[config.mk]
export PLATFORM = sky130hd
export DESIGN_NAME = uart_tx_fifo
export DESIGN_NICKNAME = d
export VERILOG_FILES = /design/src/rtl/uart_pkg.sv /design/src/rtl/sync_fifo.sv /design/src/rtl/uart_tx_fifo.sv
export SDC_FILE = /design/constraint.sdc
export NUM_CORES = 1
export LEC_CHECK = 0
export CAP_MARGIN = 20
export CORE_UTILIZATION = 55
export CTS_CLUSTER_SIZE = 20
export DETAILED_ROUTE_END_ITERATION = 10
export HOLD_SLACK_MARGIN = 0.06
export PLACE_DENSITY_LB_ADDON = 0.08
export SKIP_CTS_REPAIR_TIMING = 1
export SYNTH_ARGS = -nofsm -noshare
export SYNTH_HDL_FRONTEND = slang
export SYNTH_SLANG_ARGS = --single-unit
[constraint.sdc]
create_clock -name clk -period 2.6 [get_ports clk]
set_clock_uncertainty 0.05 [all_clocks]
set_input_delay 0.39 -clock clk [delete_from_list [all_inputs] [get_ports clk]]
set_output_delay 0.39 -clock clk [all_outputs]
set_load 0.01 [all_outputs]
[src/rtl/uart_pkg.sv]
// rtl/uart_pkg.sv - shared UART frame constants, FSM state type and bit-timing helper
package uart_pkg;

    localparam int UART_DATA_W     = 8;
    localparam int UART_FRAME_BITS = 10;

    typedef enum logic [1:0] {
        IDLE  = 2'd0,
        START = 2'd1,
        DATA  = 2'd2,
        STOP  = 2'd3
    } uart_state_t;

    // Integer divide: no fractional-baud correction on either direction of the link.
    function automatic int clks_per_bit(input int clk_hz, input int baud);
        return clk_hz / baud;
    endfunction

endpackage

[src/rtl/sync_fifo.sv]
// rtl/sync_fifo.sv - single-clock FIFO with registered count/full/empty and show-ahead read data
module sync_fifo #(
    parameter int DEPTH = 16,
    parameter int WIDTH = 8
) (
    input  logic                       clk,
    input  logic                       rst,      // synchronous, active-high
    input  logic                       wr_en,    // push when not full
    input  logic [WIDTH-1:0]           wr_data,
    input  logic                       rd_en,    // pop when not empty
    output logic [WIDTH-1:0]           rd_data,  // head entry, valid whenever !empty
    output logic                       full,
    output logic                       empty,
    output logic [$clog2(DEPTH+1)-1:0] count
);

    localparam int AW = $clog2(DEPTH);
    localparam int CW = $clog2(DEPTH + 1);

    logic [WIDTH-1:0] mem [DEPTH];
    logic [AW-1:0]    wr_ptr;
    logic [AW-1:0]    rd_ptr;
    logic             push;
    logic             pop;

    // Both qualifiers use start-of-cycle flags, so a push into a full FIFO is
    // refused even when a pop frees a slot in the same cycle.
    assign push    = wr_en && !full;
    assign pop     = rd_en && !empty;
    assign rd_data = mem[rd_ptr];

    always_ff @(posedge clk) begin
        if (rst) begin
            wr_ptr <= '0;
            rd_ptr <= '0;
            count  <= '0;
            full   <= 1'b0;
            empty  <= 1'b1;
        end else begin
            // DEPTH is a power of two, so pointers wrap by natural overflow.
            if (push) wr_ptr <= wr_ptr + AW'(1);
            if (pop)  rd_ptr <= rd_ptr + AW'(1);
            case ({push, pop})
                2'b10: begin
                    count <= count + CW'(1);
                    full  <= (count == CW'(DEPTH - 1));
                    empty <= 1'b0;
                end
                2'b01: begin
                    count <= count - CW'(1);
                    full  <= 1'b0;
                    empty <= (count == CW'(1));
                end
                default: ;
            endcase
        end
    end

    // Storage needs no reset: entries are only read after being written.
    always_ff @(posedge clk) begin
        if (push) mem[wr_ptr] <= wr_data;
    end

endmodule

[src/rtl/uart_tx_fifo.sv]
// rtl/uart_tx_fifo.sv - buffered 8N1 UART transmitter, back-to-back frames from an internal FIFO
module uart_tx_fifo
    import uart_pkg::*;
#(
    parameter int CLK_HZ = 50_000_000,
    parameter int BAUD   = 9600,
    parameter int DEPTH  = 16
) (
    input  logic                       clk,
    input  logic                       rst,       // synchronous, active-high
    input  logic                       wr_en,     // push wr_data this cycle
    input  logic [UART_DATA_W-1:0]     wr_data,
    output logic                       full,      // FIFO holds DEPTH bytes
    output logic                       overflow,  // one-cycle pulse: byte dropped on full
    output logic [$clog2(DEPTH+1)-1:0] count,     // bytes queued, excluding the one on the wire
    output logic                       busy,      // frame in progress
    output logic                       tx         // serial line, idle high
);

    localparam int CPB = clks_per_bit(CLK_HZ, BAUD);
    localparam int TW  = $clog2(CPB);

    uart_state_t            state;
    uart_state_t            state_d;
    logic [TW-1:0]          timer;
    logic [TW-1:0]          timer_d;
    logic [2:0]             bit_idx;
    logic [2:0]             bit_idx_d;
    logic [UART_DATA_W-1:0] shift;
    logic [UART_DATA_W-1:0] shift_d;
    logic [UART_DATA_W-1:0] fifo_data;
    logic                   tx_d;
    logic                   pop;
    logic                   fifo_empty;
    logic                   bit_done;

    sync_fifo #(
        .DEPTH (DEPTH),
        .WIDTH (UART_DATA_W)
    ) u_fifo (
        .clk     (clk),
        .rst     (rst),
        .wr_en   (wr_en),
        .wr_data (wr_data),
        .rd_en   (pop),
        .rd_data (fifo_data),
        .full    (full),
        .empty   (fifo_empty),
        .count   (count)
    );

    assign bit_done = (timer == TW'(CPB - 1));
    assign busy     = (state != IDLE);

    always_ff @(posedge clk) begin
        if (rst) begin
            state    <= IDLE;
            timer    <= '0;
            bit_idx  <= '0;
            shift    <= '0;
            tx       <= 1'b1;
            overflow <= 1'b0;
        end else begin
            state    <= state_d;
            timer    <= timer_d;
            bit_idx  <= bit_idx_d;
            shift    <= shift_d;
            tx       <= tx_d;
            overflow <= wr_en && full;
        end
    end

    // tx_d is the line level for the next cycle, so every transition is
    // decided one cycle ahead and tx stays a plain flop.
    always_comb begin
        state_d   = state;
        timer_d   = timer;
        bit_idx_d = bit_idx;
        shift_d   = shift;
        tx_d      = tx;
        pop       = 1'b0;
        case (state)
            IDLE: begin
                tx_d    = 1'b1;
                timer_d = '0;
                if (!fifo_empty) begin
                    pop     = 1'b1;
                    shift_d = fifo_data;
                    tx_d    = 1'b0;
                    state_d = START;
                end
            end
            START: begin
                if (bit_done) begin
                    timer_d   = '0;
                    bit_idx_d = '0;
                    tx_d      = shift[0];
                    state_d   = DATA;
                end else begin
                    timer_d = timer + TW'(1);
                end
            end
            DATA: begin
                if (bit_done) begin
                    timer_d = '0;
                    shift_d = shift >> 1;
                    if (bit_idx == 3'd7) begin
                        tx_d    = 1'b1;
                        state_d = STOP;
                    end else begin
                        bit_idx_d = bit_idx + 3'd1;
                        tx_d      = shift[1];
                    end
                end else begin
                    timer_d = timer + TW'(1);
                end
            end
            STOP: begin
                if (bit_done) begin
                    timer_d = '0;
                    // Chain straight into the next start bit when data is waiting.
                    if (!fifo_empty) begin
                        pop     = 1'b1;
                        shift_d = fifo_data;
                        tx_d    = 1'b0;
                        state_d = START;
                    end else begin
                        state_d = IDLE;
                    end
                end else begin
                    timer_d = timer + TW'(1);
                end
            end
            default: state_d = IDLE;
        endcase
    end

endmodule
==> results of run 1 <==
## state kept, by name, indices dropped and copies added (netlist names), 2 cells and up, named ones only
name,cells
u_fifo.mem,128
timer,13
shift,8
u_fifo.count,5
u_fifo.rd_ptr,4
u_fifo.wr_ptr,4
bit_idx,3
state,2
## routing by layer
| layer | vias to the layer above | routed length [µm] | part of all wire [%] | global-route usage, % |
|---|---|---|---|---|
| li1 | 2054 | - | - | - |
| met1 | 2149 | 5890 | 42 | 26.4 |
| met2 | 101 | 7390 | 52 | 38.5 |
| met3 | 18 | 555 | 3.9 | 3.83 |
| met4 | 0 | 269 | 1.9 | 8.97 |
| met5 | - | 0 | 0 | 0 |
## where the power goes
part | switching [mW] | internal [mW] | total (mW) | leakage, nW
combinational | 0.838 | 0.741 | 1.58 | 0.997
sequential | 0.120 | 3.16 | 3.28 | 1.54
clock | 0.974 | 1.39 | 2.36 | 0.258
total | 1.93 | 5.29 | 7.22 | 2.79
## tightest hold or removal path, cell delays in order, from the launching register on
cell     delay [ns]
dfxtp_1        0.30
inv_1          0.06
o32ai_1        0.06
## kinds of logic (layout without fill, tap and decap cells)
family	after synthesis	count (layout)	synth area share (%)
muxes	53	53	10.3
buffers and inverters	51	109	2.77
and+or+nand+nor	133	133	9.40
xor gates and xnor gates	16	16	1.90
DFF	175	175	65.0
AOI/OAI and AO/OA	72	72	7.19
adders and majority gates	20	20	3.40
## per-stage QoR
step | hold slack (ns) | total power, mW
after detailed placement | 0.412 | 4.92
after CTS | 0.426 | 7.28
after global placement | 0.394 | 4.89
after floorplan | 0.380 | 4.46
final | 0.424 | 7.22
after global routing | 0.457 | 7.55
## cell type report
cell class / count / area [µm²]
Tap cell: 172 / 215
Multi-Input combinational cell: 294 / 2380
Clock buffer: 18 / 429
Clock inverter: 14 / 125
Sequential cell: 175 / 4790
Inverter: 25 / 93.8
Fill cell: 915 / 4330
Timing Repair Buffer: 52 / 463
## cell usage in the layout (no fill, tap or decap), types with 13 or more instances in the layout
cell	Yosys	layout
inv_1	25	25
dfxtp_1	47	44
a22oi_1	15	15
buf_4	1	31
nor2_1	48	47
clkbuf_16	0	17
mux4_2	18	18
mux2i_1	33	33
nand3_1	14	14
a21oi_1	14	13
ha_1	20	19
nand2_1	21	21
edfxtp_1	128	128
clkdlybuf4s50_1	0	19
## path summary, 6_finish.rpt
kind | from | end | slack, ns | cells past startpoint
setup reg to reg | timer[0] | u_fifo.count[3] | 0.17 | 9
setup / recovery | timer[0] | u_fifo.count[3] | 0.17 | 9
hold / removal | shift[7] | shift[7] | 0.42 | 2
hold reg to reg | shift[7] | shift[7] | 0.42 | 2
==> impl_metrics.csv, run 1 <==
group,metric,value,unit
route,dr_total_vias,4322,
floorplan,rows,41,
clock_network,cts-root-buf,"clkbuf_16",
place,placed_area,7940,µm²
sta,fin_tns_setup,0,ns
route,drc,0,
synthesis,synth_edf_count,128,
global_routing,antenna_found_initial,0,
synthesis,synth_area_leader_cell,"edfxtp_1",
floorplan,die_height,118,µm
finish,diodes,0,
global_routing,grt_max_degree,23,
synthesis,synthTopCellsByCount,"edfxtp_1, nor2_1, dfxtp_1",
job,max-cap-violations,0,
setup_path,start_kind,"flop",
setup_path,endpoint_kind,"flop",
setup_path,path_class,"reg -> reg",
synthesis,syn_nets,551,
synthesis,synth_area,7360,µm²
worst_hold_path,hold_path_class,"reg -> reg",
finish,instances_no_fill,750,
setup_path,crit_path_max_fanout,4,
global_routing,grt_pass1_vias,4334,
setup_path,cp.arrival,2.68,ns
synthesis,ys_seq_elements,175,
place,gp_congestion,0.876,
synthesis,ys_warn_count,0,
setup_path,crit_family,"simple AND/OR/NAND/NOR gates",
clock_network,insertion_delay,0.42,ns
setup_path,path_buf_inv,0,
place,dp.cells,718,
power,max-vdd-ir-drop,558,µV
sta,worst_slew_pin_slew,0.657,ns
synthesis,synth_area_per_cell,14.2,µm²
sta,setup_viol,0,
sta,finalWorstSetupSlack,0.173,ns
place,dpl_worst_slack,0.125,ns
synthesis,seq_area_frac_synth,65.0,%
finish,drive_gt1_share,16.4,%
finish,utilization,66.3,%
synthesis,synth_cell_types,51,
sta,final-hold-violation-count,0,
global_routing,overflow,0,
synthesis,syn_inst,520,
finish,area_delta_synth_final,15.5,%
route,first_iter_violations,307,
outcome,status,"completed",
sta,rsz0062_at_grt,"false",
setup_path,slowest_delay,0.60,ns
floorplan,initial_core_util,57.4,%
route,viasPerCell,5.76,
sta,relSlewSlack,56.0,%
synthesis,synth_area_leaders,"edfxtp_1, dfxtp_1, mux4_2, mux2i_1, ha_1",
route,wl_per_cell,18.8,µm
route,routed_wirelength,14100,µm
setup_path,worstPathRequired,2.85,ns
route,ant_nets,0,
global_routing,grt_usage,21.8,%
floorplan,io_pins,20,
power,leakage,2.79,nW
setup_path,path_cells,"ha_2 -> and4_4 -> a41oi_4 -> nor2_2 -> ha_1 -> or4b_2 -> a21oi_2 -> xnor2_1 -> nor2_1",
floorplan,dieArea,13800,µm²
clock_network,clk_pin_slew_worst_paths,0.06,ns
synthesis,synth_most_common_cell,"edfxtp_1",
power,p_per_area,850,nW/µm²
clock_network,numCtsBuffers,17,
sta,period_share,93.3,%
synthesis,synth_flop_cell,"edfxtp_1",
place,io_buffers,19,
sta,fmax,0.412,GHz
clock_network,cts_buffer_depth,2,
sta,report.final.slew_viol_count,0,
place,dp_hpwl,9340,µm
finish,final_area,8500,µm²
sta,post-route-min-period,2.43,ns
clock_network,cts.sinks,175,
route,firstDrtPassIters,5,
finish,layout.nets,596,
clock_network,h-tree-depth,4,
floorplan,die_w,118,µm
clock_network,cts_tree,"done",
global_routing,grt_pass1_wl,22300,µm
synthesis,ys_async_sr_fraction,0,%
synthesis,synth.top_cell.area_share,52.2,%
floorplan,coreArea,12800,µm²
setup_path,slowest_stage,"or4b_2",
Power figures use the tool's default switching activity.
==> run 2: changes to the inputs <==
--- a/config.mk
+++ b/config.mk
@@ -12,6 +12,7 @@
 export HOLD_SLACK_MARGIN = 0.06
 export PLACE_DENSITY_LB_ADDON = 0.08
 export SKIP_CTS_REPAIR_TIMING = 1
+export SLEW_MARGIN = 10
 export SYNTH_ARGS = -nofsm -noshare
 export SYNTH_HDL_FRONTEND = slang
 export SYNTH_SLANG_ARGS = --single-unit
==> results of run 2 <==
No change in the layout: final DEF, timing and power equal those of run 1.
==> run 3: changes to the inputs <==
--- a/config.mk
+++ b/config.mk
@@ -6,6 +6,7 @@
 export NUM_CORES = 1
 export LEC_CHECK = 0
 export CAP_MARGIN = 20
+export CORE_MARGIN = 1
 export CORE_UTILIZATION = 55
 export CTS_CLUSTER_SIZE = 20
 export DETAILED_ROUTE_END_ITERATION = 10
==> results of run 3 <==
No change in the layout: final DEF, timing and power equal those of run 1.
